==> config.mk <==
export PLATFORM = sky130hd
export DESIGN_NAME = mips_cpu_muldiv
export DESIGN_NICKNAME = d
export VERILOG_FILES = /design/src/rtl/mips_cpu_muldiv.sv
export SDC_FILE = /design/constraint.sdc
export NUM_CORES = 1
export LEC_CHECK = 0
export ABC_AREA = 0
export CELL_PAD_IN_SITES_DETAIL_PLACEMENT = 1
export CELL_PAD_IN_SITES_GLOBAL_PLACEMENT = 1
export CORE_MARGIN = 2
export CORE_UTILIZATION = 40
export CTS_CLUSTER_DIAMETER = 200
export CTS_CLUSTER_SIZE = 16
export DETAILED_ROUTE_END_ITERATION = 8
export PLACE_DENSITY_LB_ADDON = 0.05
export RECOVER_POWER = 25
export SETUP_SLACK_MARGIN = 0.1
export SLEW_MARGIN = 20
export SYNTH_ARGS = -nofsm -noshare
export SYNTH_HDL_FRONTEND = slang
export SYNTH_SLANG_ARGS = --single-unit
==> constraint.sdc <==
create_clock -name clk -period 4.8 [get_ports clk]
set_input_delay 0.48 -clock clk [delete_from_list [all_inputs] [get_ports clk]]
set_output_delay 0.48 -clock clk [all_outputs]
set_load 0.03 [all_outputs]
==> src/rtl/mips_cpu_muldiv.sv <==
// Iterative multiply/divide unit owning HI/LO for the multicycle MIPS core.
// Executes MULT/MULTU/DIV/DIVU (op 00/01/10/11) over WIDTH/BITS_PER_CYCLE
// RUN cycles plus one accept and one fix-up cycle, and services MTHI/MTLO.
// Ports:
//   clk, reset (async, active-low), clk_enable (freezes all state when low)
//   start, op, a (rs), b (rt)            : operation request, sampled in IDLE
//   hi_write, lo_write, wdata            : MTHI/MTLO writes, honoured in IDLE
//   busy, done, hi, lo                   : registered status and HI/LO
module mips_cpu_muldiv #(
  parameter int unsigned WIDTH          = 32,
  parameter int unsigned BITS_PER_CYCLE = 1
) (
  input  logic             clk,
  input  logic             reset,
  input  logic             clk_enable,
  input  logic             start,
  input  logic [1:0]       op,
  input  logic [WIDTH-1:0] a,
  input  logic [WIDTH-1:0] b,
  input  logic             hi_write,
  input  logic             lo_write,
  input  logic [WIDTH-1:0] wdata,
  output logic             busy,
  output logic             done,
  output logic [WIDTH-1:0] hi,
  output logic [WIDTH-1:0] lo
);

  localparam int unsigned N     = WIDTH / BITS_PER_CYCLE;
  localparam int unsigned CNT_W = (N > 1) ? $clog2(N) : 1;
  localparam int unsigned PW    = 2 * WIDTH;

  typedef enum logic [1:0] {S_IDLE, S_RUN, S_FIX} state_t;

  state_t             r_state, w_state_nxt;
  logic [CNT_W-1:0]   r_count, w_count_nxt;
  logic               r_is_div, w_is_div_nxt;
  logic               r_neg_q, w_neg_q_nxt;   // negate product / quotient
  logic               r_neg_r, w_neg_r_nxt;   // negate remainder
  logic [WIDTH-1:0]   r_m, w_m_nxt;           // multiplicand or divisor magnitude
  logic [WIDTH-1:0]   r_q, w_q_nxt;           // multiplier/product-low or quotient
  logic [WIDTH:0]     r_acc, w_acc_nxt;       // product-high or partial remainder
  logic               r_busy, w_busy_nxt;
  logic               r_done, w_done_nxt;
  logic [WIDTH-1:0]   r_hi, w_hi_nxt;
  logic [WIDTH-1:0]   r_lo, w_lo_nxt;

  logic [WIDTH:0]     w_acc_step;
  logic [WIDTH-1:0]   w_q_step;
  logic [WIDTH+1:0]   w_diff;
  logic [WIDTH:0]     w_sum;
  logic               w_signed, w_a_neg, w_b_neg;
  logic [WIDTH-1:0]   w_a_abs, w_b_abs;
  logic [PW-1:0]      w_prod, w_prod_fix;
  logic [WIDTH-1:0]   w_quot_fix, w_rem_fix;

  assign busy = r_busy;
  assign done = r_done;
  assign hi   = r_hi;
  assign lo   = r_lo;

  // Operand magnitudes and signs captured on accept.
  assign w_signed = ~op[0];
  assign w_a_neg  = w_signed & a[WIDTH-1];
  assign w_b_neg  = w_signed & b[WIDTH-1];
  assign w_a_abs  = w_a_neg ? (WIDTH'(0) - a) : a;
  assign w_b_abs  = w_b_neg ? (WIDTH'(0) - b) : b;

  // Sign fix-up applied on the FIX cycle.
  assign w_prod     = {r_acc[WIDTH-1:0], r_q};
  assign w_prod_fix = r_neg_q ? (PW'(0) - w_prod) : w_prod;
  assign w_quot_fix = r_neg_q ? (WIDTH'(0) - r_q) : r_q;
  assign w_rem_fix  = r_neg_r ? (WIDTH'(0) - r_acc[WIDTH-1:0]) : r_acc[WIDTH-1:0];

  // BITS_PER_CYCLE shift-add (multiply) or restoring shift-subtract (divide) steps.
  always_comb begin
    w_acc_step = r_acc;
    w_q_step   = r_q;
    w_diff     = '0;
    w_sum      = '0;
    for (int i = 0; i < int'(BITS_PER_CYCLE); i++) begin
      if (r_is_div) begin
        w_diff = {1'b0, w_acc_step[WIDTH-1:0], w_q_step[WIDTH-1]} - {2'b00, r_m};
        if (w_diff[WIDTH+1]) begin
          w_acc_step = {w_acc_step[WIDTH-1:0], w_q_step[WIDTH-1]};
        end else begin
          w_acc_step = w_diff[WIDTH:0];
        end
        w_q_step = {w_q_step[WIDTH-2:0], ~w_diff[WIDTH+1]};
      end else begin
        w_sum      = w_acc_step + (w_q_step[0] ? {1'b0, r_m} : '0);
        w_q_step   = {w_sum[0], w_q_step[WIDTH-1:1]};
        w_acc_step = {1'b0, w_sum[WIDTH:1]};
      end
    end
  end

  // Next-state and datapath/output next values.
  always_comb begin
    w_state_nxt  = r_state;
    w_count_nxt  = r_count;
    w_is_div_nxt = r_is_div;
    w_neg_q_nxt  = r_neg_q;
    w_neg_r_nxt  = r_neg_r;
    w_m_nxt      = r_m;
    w_q_nxt      = r_q;
    w_acc_nxt    = r_acc;
    w_busy_nxt   = r_busy;
    w_done_nxt   = 1'b0;
    w_hi_nxt     = r_hi;
    w_lo_nxt     = r_lo;
    case (r_state)
      S_IDLE: begin
        if (start) begin
          w_is_div_nxt = op[1];
          // A zero divisor keeps the all-ones quotient unsigned.
          w_neg_q_nxt  = (w_a_neg ^ w_b_neg) & (~op[1] | (b != '0));
          w_neg_r_nxt  = w_a_neg;
          w_m_nxt      = op[1] ? w_b_abs : w_a_abs;
          w_q_nxt      = op[1] ? w_a_abs : w_b_abs;
          w_acc_nxt    = '0;
          w_count_nxt  = '0;
          w_busy_nxt   = 1'b1;
          w_state_nxt  = S_RUN;
        end else begin
          if (hi_write) w_hi_nxt = wdata;
          if (lo_write) w_lo_nxt = wdata;
        end
      end
      S_RUN: begin
        w_acc_nxt   = w_acc_step;
        w_q_nxt     = w_q_step;
        w_count_nxt = r_count + CNT_W'(1);
        if (r_count == CNT_W'(N - 1)) w_state_nxt = S_FIX;
      end
      S_FIX: begin
        if (r_is_div) begin
          w_hi_nxt = w_rem_fix;
          w_lo_nxt = w_quot_fix;
        end else begin
          w_hi_nxt = w_prod_fix[PW-1:WIDTH];
          w_lo_nxt = w_prod_fix[WIDTH-1:0];
        end
        w_done_nxt  = 1'b1;
        w_busy_nxt  = 1'b0;
        w_state_nxt = S_IDLE;
      end
      default: w_state_nxt = S_IDLE;
    endcase
  end

  // State register.
  always_ff @(posedge clk or negedge reset) begin
    if (!reset) begin
      r_state <= S_IDLE;
    end else if (clk_enable) begin
      r_state <= w_state_nxt;
    end
  end

  // Datapath and output registers.
  always_ff @(posedge clk or negedge reset) begin
    if (!reset) begin
      r_count  <= '0;
      r_is_div <= 1'b0;
      r_neg_q  <= 1'b0;
      r_neg_r  <= 1'b0;
      r_m      <= '0;
      r_q      <= '0;
      r_acc    <= '0;
      r_busy   <= 1'b0;
      r_done   <= 1'b0;
      r_hi     <= '0;
      r_lo     <= '0;
    end else if (clk_enable) begin
      r_count  <= w_count_nxt;
      r_is_div <= w_is_div_nxt;
      r_neg_q  <= w_neg_q_nxt;
      r_neg_r  <= w_neg_r_nxt;
      r_m      <= w_m_nxt;
      r_q      <= w_q_nxt;
      r_acc    <= w_acc_nxt;
      r_busy   <= w_busy_nxt;
      r_done   <= w_done_nxt;
      r_hi     <= w_hi_nxt;
      r_lo     <= w_lo_nxt;
    end
  end

endmodule
== Word level (Yosys, flattened, before mapping) ==
Index checks and enable logic that the tools add are counted.

* Flip-flop bits (word level): 173
* Bits of input ports: 104
* Output and inout port bits: 66
* Logic and storage cells: 77

* $add $sub $neg: 8
* Eq/ne operators: 8
* Mux-type cells: 31
* Bitwise gates (word level): 8
* Reductions and logical operators: 10

{| class="wikitable"
|+ Operators with widths
! kind !! number
|-
| 2-to-1 mux 32 bit || 15
|-
| case mux 32 bit (2 select lines) || 3
|-
| subtractor 1 x 32 -> 32 bit, first input constant || 4
|-
| 2-to-1 mux 33 bit || 3
|-
| case mux 33 bit (2 select lines) || 1
|-
| 2-to-1 mux 64 bit || 1
|-
| subtractor 1 x 64 -> 64 bit, first input constant || 1
|-
| subtractor 33 x 32 -> 34 bit || 1
|-
| adder 33 x 32 -> 33 bit || 1
|-
| nonzero test 32 bit || 1
|-
| AND reduction 3 bit || 4
|-
| inequality test 2 bit, second input constant || 5
|-
| case mux 5 bit (2 select lines) || 1
|-
| AND reduction 4 bit || 2
|-
| adder 5 x 1 -> 5 bit, second input constant || 1
|-
| equality test 5 bit, second input constant || 1
|-
| 2-to-1 mux 5 bit || 1
|-
| 2-to-1 mux 2 bit || 2
|-
| case mux 2 bit (2 select lines) || 1
|-
| nonzero test 2 bit || 2
|-
| bitwise AND 1 bit || 3
|-
| inverter 1 bit || 3
|-
| equality test 2 x 1 -> 1 bit, second input constant || 1
|-
| equality test 2 bit, second input constant || 1
|-
| other kinds (5) || 6
|}

== Depth between registers and ports, before layout ==
Gate-level depths: netlist of the first run.

* Depth after elaboration: 6
* Depth in mapped cells: 14
* Depth with buffers taken out: 13

== Least setup slack after synthesis of the first run ==
Ideal clock, no wire load.

* Kind: register to register
* Start point: register r_q[0]
* End point: register r_acc[31]
* Setup time: 0.126 ns
* Arrival time: 3.176 ns
* Required time: 4.674 ns
* Setup slack: 1.498 ns
* Stages on the path, launching flop included: 14
* Path buffers: 1
* Period minus slack after synthesis: 3.302 ns
* Cells stage by stage: dfrtp_1 -> inv_1 -> clkbuf_1 -> nor2_1 -> ha_1 -> a21o_1 -> a211o_1 -> o21ai_0 -> o21ai_1 -> a21oi_1 -> o21ai_0 -> or4b_1 -> nand3_1 -> o21ai_0

* Longest elaborated chain between the ends: 4

{| class="wikitable"
|+ RTL lines
! element !! line !! RTL
|-
| from (decl) || 41 || <nowiki>logic [WIDTH-1:0] r_q, w_q_nxt;</nowiki>
|-
| from (signal assigned) || 181 || <nowiki>r_q <= w_q_nxt;</nowiki>
|-
| 2-to-1 mux 32 bit || 91 || <nowiki>w_sum = w_acc_step + (w_q_step[0] ? {1'b0, r_m} : '0);</nowiki>
|-
| adder 33 x 32 -> 33 bit || 91 ||
|-
| 2-to-1 mux 33 bit || 82 || <nowiki>if (r_is_div) begin</nowiki>
|-
| case mux 33 bit (2 select lines) || 112 || <nowiki>case (r_state)</nowiki>
|-
| to (signal assigned) || 182 || <nowiki>r_acc <= w_acc_nxt;</nowiki>
|-
| to (decl) || 42 || <nowiki>logic [WIDTH:0] r_acc, w_acc_nxt;</nowiki>
|}

Every way passes these cells.
A chain may end at the register's enable or synchronous reset.

== Worst setup path in the final report of the first run ==
Same ends and word-level chain as after synthesis.

==> results_dict.tcl, run 1 <==
set metrics [dict create \
    worstPathCellList "inv_1 > buf_4 > nor2_1 > ha_1 > a21o_1 > a211o_1 > o21ai_0 > o21ai_1 > a21oi_1 > o21ai_0 > or4b_1 > nand3_1 > o21ai_0" \
    finalNetCount 2230 \
    io_pins 170 \
    die_h_um 198 \
    leakagePower_nw 7.42 \
    syn_area_per_cell_um2 7.73 \
    ys_seq_area_share_pct 28.7 \
    vias 15200 \
    tightestPinTransition_ns 2.94 \
    cts_tree "done" \
    hold_viol 0 \
    powerDensity_nw_per_um2 595 \
    cts_hold_buffers 0 \
    place_congestion 0.936 \
    drt_pre_antenna_iters 5 \
    yosys_warnings 0 \
    fillers 4593 \
    design_area_um2 17900 \
    coreArea_um2 37400 \
    grt_pass1_wl_mm 92.9 \
    tns_ns 0 \
    fin_skew_ns 0.0134 \
    relSlewSlack_pct -96.2 \
    fin_ws_ns 0.659 \
    cp.arrival_ns 4.48 \
    pre_cts_slack_ns 0.738 \
    regArea_um2 4330 \
    rsz0062_at_grt "no" \
    grt_start_max_net_pins 102 \
    drive_above_1_share_pct 5.32 \
    port_buffers 169 \
    cp_slowest_stage_delay_ns 0.56 \
    cts_resized 0 \
    synth.cell_area_um2 15100 \
    timing.fmax_ghz 0.241 \
    crit_slowest_cell "or4b_1" \
    comb_power_share_pct 60.5 \
    synthArstFlopShare_pct 100 \
    initialDrtViolationCount 1053 \
    clockPowerShare_pct 14.0 \
    slew_viol_final 101 \
    die_area_um2 39200 \
    ys_types 80 \
    rows 71 \
    synth_edf_count 0 \
    grt-ovfl-total 0 \
    p_switching_mw 5.37 \
    post-dp-hpwl_mm 48.2 \
    status "finished with violations" \
    yosysTopAreaCell "dfrtp_1" \
    ant_nets 0 \
    multi_input_area_um2 10100 \
    swShare_pct 50.5 \
    route.detailed.drc 0 \
    antenna_found_initial 1 \
    start_util_pct 40.3 \
    utilization_pct 47.7 \
    clockBufferDepth 2 \
    area_growth_pct 18.5 \
    seqPwrFrac_pct 25.5 \
    endpoint_kind "register" \
    criticalPathCategory "reg2reg" \
    cap_violations 1 \
    clock_latency_ns 0.46 \
    max-vdd-ir-drop_mv 0.360 \
    avgRoutedWirePerCell_um 23.8 \
    violations "capacitance limit, slew limit" \
    routed_via_density 5.90 \
    die_width_um 198 \
    yosys-top-cells-area "dfrtp_1 29%, o21ai_0 6.5%, a21oi_1 5.9%, ha_1 5.8%, nand2_1 5.5%" \
    yosysTopAreaCellShare_pct 28.7 \
    cts_sinks 173 \
    drt_wl_total_mm 61.5 \
    htreeDepth 4 \
    finalCriticalPeriod_ns 4.14 \
    syn_nets 2125 \
    finalCritPeriodShare_pct 86.3 \
    hp-class "reg2reg" \
    clock-root-buffer "clkbuf_16" \
    post-cts-setup-buffers 0 \
    first_global_vias 15200 \
    path_clk_slew_ns 0.07 \
    p_total_mw 10.6 \
    track_usage_pct 31.5 \
    numCtsBuffers 17 \
    setup_viol 0 \
    crit_fanout 15 \
    worst_setup_path_start_kind "register" \
    critical_path_required_ns 5.14 \
    placed_area_um2 17300 \
    intPower_mw 5.26 \
    synth-seq-cells 173 \
    synth_cells 1949 \
    crit_top_cell "o21ai_0" \
    synth_flop_cell "dfrtp_1" \
]
power by group through the flow:
stage               sequential (mW)  clock (mW)  combinational [mW]
detailed placement             2.70           0                6.33
finish                         2.71        1.49                6.43
global route                   2.77        1.56                7.04
CTS                            2.67        1.51                6.39
floorplan                      2.53           0                4.37
global placement               2.68           0                6.21
per-layer routing:
metal / share of wire (%) / global-route usage [%] / up-vias / wire length [µm]
li1: - / - / 7225 / -
met1: 47 / 43.6 / 7500 / 28700
met2: 46 / 51.1 / 403 / 28200
met3: 4.3 / 3.42 / 81 / 2670
met4: 3.1 / 10.9 / 0 / 1880
met5: 0 / 0 / - / 0
kinds of logic after synthesis:
| family | Yosys count | share of synthesized area [%] |
|---|---|---|
| buf+inv | 187 | 4.75 |
| simple gates | 645 | 19.9 |
| flops | 173 | 28.7 |
| compound gates | 646 | 26.8 |
| xor+xnor | 166 | 9.65 |
| fa+ha+maj | 72 | 6.08 |
| mux | 60 | 4.04 |
critical path: cells and delay by family, from the launching register on:
family	cells	cell delay [ns]
adders and majority gates	1	0.35
DFF	1	0.45
and+or+nand+nor	3	0.72
buffers and inverters	2	0.55
AOI/OAI and AO/OA	7	1.94
cells in the mapped netlist, types with 30 or more instances:
library cell,instances
nand2_1,220
nand3_1,37
a21o_1,35
a21oi_1,177
inv_1,69
nor3_1,40
mux2i_1,54
xnor2_1,90
o31ai_1,30
nor2_1,198
o21ai_0,195
dfrtp_1,173
clkbuf_1,102
xor2_1,76
ha_1,70
registers in the layout, summed over array words and instances, names as in the netlist:
| signal | cells |
|---|---|
| lo | 32 |
| r_is_div | 1 |
| busy | 1 |
| done | 1 |
| hi | 32 |
| r_count | 5 |
| r_state | 2 |
| r_m | 32 |
| r_neg_r | 1 |
| r_q | 32 |
| r_neg_q | 1 |
| r_acc | 33 |
placed cells by master, fill, tap and decap left out, types with 16 or more instances in the layout:
cell type        Yosys  final
o31ai_1             30     30
o221ai_1            21     21
xnor2_1             90     90
nor2b_1             19     19
buf_4                2     33
nand2b_1            19     19
o211ai_1            21     21
a31oi_1             20     20
nor2_1             198    195
clkbuf_16            0     17
a21oi_1            177    176
a21o_1              35     35
ha_1                70     70
nor3_1              40     40
nand2_1            220    220
mux2i_1             54     54
inv_1               69     69
dfrtp_1            173    172
clkdlybuf4s50_1      0    167
nand3_1             37     37
xor2_1              76     76
o21ai_0            195    194
a211oi_1            21     21
nor4_1              16     16
o21a_1              19     19
final timing paths:
check | startpoint | to | slack [ns] | depth (start not counted)
min | lo[5]$_DFFE_PN0P_ | lo[5]$_DFFE_PN0P_ | 0.48 | 2
min reg2reg | lo[5]$_DFFE_PN0P_ | lo[5]$_DFFE_PN0P_ | 0.48 | 2
min in group asynchronous | reset | hi[27]$_DFFE_PN0P_ | 0.93 | 1
max | r_q[0]$_DFFE_PN0P_ | r_acc[31]$_DFFE_PN0P_ | 0.66 | 13
max in group asynchronous | reset | lo[7]$_DFFE_PN0P_ | 2.14 | 1
max reg2reg | r_q[0]$_DFFE_PN0P_ | r_acc[31]$_DFFE_PN0P_ | 0.66 | 13
final cells by class:
class | count | share of cell area (%)
clock inverters | 12 | 0.841
inverters | 70 | 1.47
repair buffers | 203 | 10.9
clock buffers | 19 | 2.48
multi-input cells | 1589 | 56.4
well taps | 511 | 3.58
diodes | 1 | 0.0140
flip-flops and latches | 173 | 24.3
per-stage QoR:
stage | hold slack, ns | cells
global placement | 0.461 | 2546
floorplan | 0.184 | 1949
finish | 0.477 | 2578
global route | 0.511 | 2577
CTS | 0.218 | 2577
detailed placement | 0.468 | 2546
No activity file was read; power rests on OpenSTA's default activity.
==> run 2: changes to the inputs <==
--- a/config.mk
+++ b/config.mk
@@ -13,9 +13,10 @@
 export CTS_CLUSTER_DIAMETER = 200
 export CTS_CLUSTER_SIZE = 16
 export DETAILED_ROUTE_END_ITERATION = 8
-export PLACE_DENSITY_LB_ADDON = 0.05
+export PLACE_DENSITY_LB_ADDON = 0.1
 export RECOVER_POWER = 25
 export SETUP_SLACK_MARGIN = 0.1
+export SKIP_CTS_REPAIR_TIMING = 1
 export SLEW_MARGIN = 20
 export SYNTH_ARGS = -nofsm -noshare
 export SYNTH_HDL_FRONTEND = slang
==> constraint.sdc (replaced) <==
create_clock -name clk -period 5.09 [get_ports clk]
set_input_delay 0.509 -clock clk [delete_from_list [all_inputs] [get_ports clk]]
set_output_delay 0.509 -clock clk [all_outputs]
set_load 0.03 [all_outputs]
==> run 2 against run 1 <==
The run still ends with capacitance limit, slew limit left. Utilization decreased by 0.19 points. Cell count decreased by 0.12%. Routed wire length decreased by 0.27%. Highest routed layer unchanged. Combinational power decreased by 5.6%. Critical path depth decreased by 1. First-iteration DRC count decreased by 16%. Worst hold slack about the same. Sequential share of layout area increased by 0.099 points. Critical endpoint unchanged. Clock-buffer cell count increased by 2. Global-route usage decreased by 0.18 points. Sequential cell count unchanged. Die area unchanged. Largest power group unchanged.
==> results_dict.tcl, run 2 (synthesized netlist as in run 1, its figures left out) <==
set metrics [dict create \
    largest-register "r_acc" \
    clockPowerShare_pct 13.1 \
    status "finished with violations" \
    io_pins 170 \
    avgRoutedWirePerCell_um 23.8 \
    critical_path_required_ns 5.42 \
    timing.fmax_ghz 0.240 \
    route.detailed.drc 0 \
    clock-root-buffer "clkbuf_16" \
    cp_slowest_stage_delay_ns 0.56 \
    grt-ovfl-total 0 \
    crit_family "compound AO/OA/AOI/OAI gates" \
    endpoint_kind "register" \
    routed_via_density 5.93 \
    ant_nets 0 \
    tightestPinTransition_ns 2.57 \
    violations "capacitance limit, slew limit" \
    largest_reg_flops 33 \
    relSlewSlack_pct -71.5 \
    clock_latency_ns 0.45 \
    leakagePower_nw 7.38 \
    die_area_um2 39200 \
    fin_skew_ns 0.0162 \
    die_width_um 198 \
    antenna_found_initial 0 \
    crit_top_cell "o21ai_0" \
    drt_wl_total_mm 61.3 \
    clockBufferDepth 2 \
    powerDensity_nw_per_um2 559 \
    criticalPathCategory "reg2reg" \
    rows 71 \
    cts_tree "done" \
    path_buf_inv 1 \
    design_area_um2 17800 \
    slew_viol_final 138 \
    p_total_mw 9.95 \
    path_clk_slew_ns 0.07 \
    drive_above_1_share_pct 5.14 \
    grt_pass1_wl_mm 92.9 \
    worst_setup_path_start_kind "register" \
    crit_slowest_cell "or4b_1" \
    port_buffers 169 \
    worst_hold_slack_ns 0.477 \
    final_cell_mix "219 x nand2_1, 196 x nor2_1, 194 x o21ai_0, 177 x a21oi_1, 172 x dfrtp_1" \
    tns_ns 0 \
    crit_fanout 15 \
    track_usage_pct 31.3 \
    finalCritPeriodShare_pct 81.9 \
    area_growth_pct 18.0 \
    comb_power_share_pct 61.1 \
    htreeDepth 4 \
    hp-class "reg2reg" \
    intPower_mw 4.87 \
    hold_viol 0 \
    place_congestion 0.931 \
    p_switching_mw 5.07 \
    grt_start_max_net_pins 98 \
    coreArea_um2 37400 \
    vias 15300 \
    rsz0062_at_grt "no" \
    start_util_pct 40.3 \
    setup_viol 0 \
    first_global_vias 15200 \
    worstPathCellList "inv_1 > nor2_1 > ha_1 > a21o_1 > a211o_1 > o21ai_0 > o21ai_1 > a21oi_1 > o21ai_0 > or4b_1 > nand3_1 > o21ai_0" \
    numCtsBuffers 17 \
    finalCriticalPeriod_ns 4.17 \
    mostFrequentLayoutCell "nand2_1" \
    initialDrtViolationCount 887 \
    seqPwrFrac_pct 25.8 \
    placed_area_um2 17200 \
    cts_sinks 173 \
    drt_pre_antenna_iters 4 \
    cap_violations 2 \
    die_h_um 198 \
    post-dp-hpwl_mm 48.3 \
    cp.arrival_ns 4.50 \
    finalNetCount 2227 \
    antennaDiodeCount 0 \
    max-vdd-ir-drop_mv 0.347 \
    swShare_pct 51.0 \
]
## run 2: cell count changes in the layout (fill, tap and decap cells not counted), moves of 2 or more
cell,delta
buf_4,-3
inv_8,-2
clkinv_4,+4
clkbuf_1,+2
bufinv_16,-2
## run 2: worst reg2reg max path, delay by kind of cell, from the launching register on
| kind | cells | cell delay (ns) |
|---|---|---|
| AOI/OAI and AO/OA | 7 | 1.98 |
| adders and majority gates | 1 | 0.37 |
| buffers and inverters | 1 | 0.42 |
| DFF | 1 | 0.47 |
| and+or+nand+nor | 3 | 0.80 |
## run 2: layout make-up
type,count,area (µm²)
Sequential cell,173,4330
Multi-Input combinational cell,1589,10100
Clock inverter,11,103
Tap cell,511,639
Fill cell,4591,19600
Inverter,70,263
Clock buffer,21,460
Timing Repair Buffer,200,1910
## run 2: worst paths after layout
kind | slack [ns] | start | endpoint | cells past startpoint
max in group asynchronous | 1.26 | reset | r_m[31]$_DFFE_PN0P_ | 2
setup / recovery | 0.92 | r_q[0]$_DFFE_PN0P_ | r_acc[31]$_DFFE_PN0P_ | 12
setup reg to reg | 0.92 | r_q[0]$_DFFE_PN0P_ | r_acc[31]$_DFFE_PN0P_ | 12
hold / removal | 0.48 | busy$_DFFE_PN0P_ | busy$_DFFE_PN0P_ | 2
hold reg to reg | 0.48 | busy$_DFFE_PN0P_ | busy$_DFFE_PN0P_ | 2
min in group asynchronous | 0.81 | reset | hi[15]$_DFFE_PN0P_ | 1
## run 2: metal layers
layer	track usage, %	routed length, µm
met1	43.7	28500
met2	50.0	27800
met3	4.60	3190
met4	9.44	1780
met5	0	0
## run 2: per-stage QoR
step | utilization (%) | instances | worst slack [ns]
2_1_floorplan | - | 1949 | 1.79
3_3_place_gp | 46.1 | 2543 | 1.13
3_5_place_dp | 46.1 | 2543 | 0.981
4_1_cts | 47.6 | 2575 | 0.976
5_1_grt | 47.5 | 2575 | 0.545
6_report | 47.5 | 2575 | 0.921
## run 2: power groups by stage
stage	Sequential, mW	Combinational, mW	Clock [mW]
global route	2.61	6.65	1.39
floorplan	2.38	4.12	0
global placement	2.54	5.85	0
finish	2.57	6.07	1.31
detailed placement	2.56	5.97	0
CTS	2.54	6.02	1.33
==> run 3: changes to the inputs <==
==> constraint.sdc (replaced) <==
create_clock -name clk -period 3.84 [get_ports clk]
set_input_delay 0.384 -clock clk [delete_from_list [all_inputs] [get_ports clk]]
set_output_delay 0.384 -clock clk [all_outputs]
set_load 0.03 [all_outputs]
==> run 3 against run 2 <==
The flow still finishes with violations (capacitance limit, slew limit). Cell area is 2.0% higher. Clock power is 38% higher. Worst hold slack better by 0.0057 ns. Utilization is 0.96 points higher. First-iteration DRC count is 12% higher. Critical path type unchanged. Largest power group unchanged.
==> results_dict.tcl, run 3 (synthesized netlist as in run 1, its figures left out) <==
set metrics [dict create \
    die_h_um 198 \
    cts_sinks 173 \
    first_global_vias 15300 \
    finalCritPeriodShare_pct 91.2 \
    routed_via_density 5.93 \
    tightestPinTransition_ns 2.11 \
    start_util_pct 40.3 \
    area_growth_pct 20.4 \
    avgRoutedWirePerCell_um 23.4 \
    rows 71 \
    crit_top_cell "o21ai_0" \
    final_cell_mix "219 x nand2_1, 196 x nor2_1, 194 x o21ai_0, 176 x a21oi_1, 172 x dfrtp_1" \
    worstPathCellList "inv_1 > buf_12 > nor2_1 > ha_1 > a21o_1 > a211o_1 > o21ai_0 > o21ai_1 > a21oi_2 > o21ai_0 > or4b_1 > nand3_1 > o21ai_0" \
    relSlewSlack_pct -40.9 \
    instances_no_fill 2613 \
    finalNetCount 2264 \
    cp.depth 13 \
    track_usage_pct 31.1 \
    rrSetupSlack_ns 0.34 \
    initialDrtViolationCount 990 \
    grt_start_max_net_pins 94 \
    worst_setup_path_start_kind "register" \
    clockBufferDepth 2 \
    clock_latency_ns 0.46 \
    cp.arrival_ns 3.84 \
    gr-max-usage-layer "met2" \
    grt_use_met2_pct 49.5 \
    coreArea_um2 37400 \
    crit_family "compound AO/OA/AOI/OAI gates" \
    use_met3_pct 3.85 \
    drt_pre_antenna_iters 5 \
    drt_wl_total_mm 61.1 \
    ant_nets 0 \
    crit_slowest_cell "or4b_1" \
    rsz0062_at_grt "no" \
    grtUsageMet1_pct 42.6 \
    io_pins 170 \
    htreeDepth 4 \
    cap_violations 1 \
    hold_path_depth 1 \
    place_congestion 0.924 \
    leakagePower_nw 7.59 \
    violations "capacitance limit, slew limit" \
    path_clk_slew_ns 0.07 \
    hold_viol 0 \
    cts_tree "done" \
    post-dp-hpwl_mm 48.6 \
    mostFrequentLayoutCell "nand2_1" \
    powerDensity_nw_per_um2 740 \
    finalCriticalPeriod_ns 3.50 \
    drive_above_1_share_pct 6.95 \
    timing.fmax_ghz 0.285 \
    vias 15500 \
    tns_ns 0 \
    hp-class "reg2reg" \
    path_buf_inv 2 \
    port_buffers 169 \
    antenna_found_initial 1 \
    max-vdd-ir-drop_mv 0.454 \
    criticalPathCategory "reg2reg" \
    worst_hold_slack_ns 0.483 \
    cp_slowest_stage_delay_ns 0.56 \
    setup_viol 0 \
    endpoint_kind "register" \
    numCtsBuffers 17 \
    grt-ovfl-total 0 \
    crit_fanout 18 \
    fin_skew_ns 0.0117 \
    largest-register "r_acc" \
    dp.cells 2579 \
    route.detailed.drc 0 \
    clock-root-buffer "clkbuf_16" \
    grt_pass1_wl_mm 92.2 \
    die_area_um2 39200 \
    slew_viol_final 76 \
    rr_worst_depth 13 \
    status "finished with violations" \
    die_width_um 198 \
    critical_path_required_ns 4.18 \
    largest_reg_flops 33 \
]
## run 3: changes by cell type in the layout (fill, tap and decap cells not counted), sizes merged
cell	delta
buf	+37
bufinv	+1
clkbuf	-4
diode	+1
dlygate4sd3	+1
inv	+2
## run 3: through the flow
step	worst slack (ns)	util, %	instance area, µm²	power, mW
after detailed placement	0.279	46.9	17500	11.5
final	0.337	48.5	18100	13.4
after CTS	0.266	48.4	18100	13.4
after global routing	0.104	48.5	18100	14.3
after floorplan	0.538	-	15100	8.62
after global placement	0.355	46.9	17500	11.3
## run 3: cell type report
class / instances / area (µm²)
diodes: 1 / 2.50
clock buffers: 18 / 429
clock inverters: 14 / 154
fillers: 4552 / 19300
inverters: 70 / 263
multi-input cells: 1589 / 10100
flip-flops and latches: 173 / 4330
well taps: 511 / 639
repair buffers: 237 / 2230
## run 3: report_power, final
group / leakage, nW / total, mW / switching [mW] / internal (mW)
Combinational: 5.12 / 8.36 / 5.00 / 3.36
Sequential: 2.18 / 3.26 / 0.857 / 2.40
Clock: 0.290 / 1.81 / 0.884 / 0.924
Total: 7.59 / 13.4 / 6.74 / 6.68
## run 3: final timing paths
check / startpoint / end
worst max-delay path: r_q[0]$_DFFE_PN0P_ / r_acc[31]$_DFFE_PN0P_
worst min-delay path: lo[4]$_DFFE_PN0P_ / lo[4]$_DFFE_PN0P_
worst max register to register: r_q[0]$_DFFE_PN0P_ / r_acc[31]$_DFFE_PN0P_
worst min register to register: lo[4]$_DFFE_PN0P_ / lo[4]$_DFFE_PN0P_
max in group asynchronous: reset / r_is_div$_DFFE_PN0P_
min in group asynchronous: reset / r_count[2]$_DFFE_PN0P_
## run 3: layer usage
metal / share of wire (%) / wire (µm)
met1: 46 / 27900
met2: 45 / 27500
met3: 5.4 / 3280
met4: 4.0 / 2430
met5: 0.020 / 12
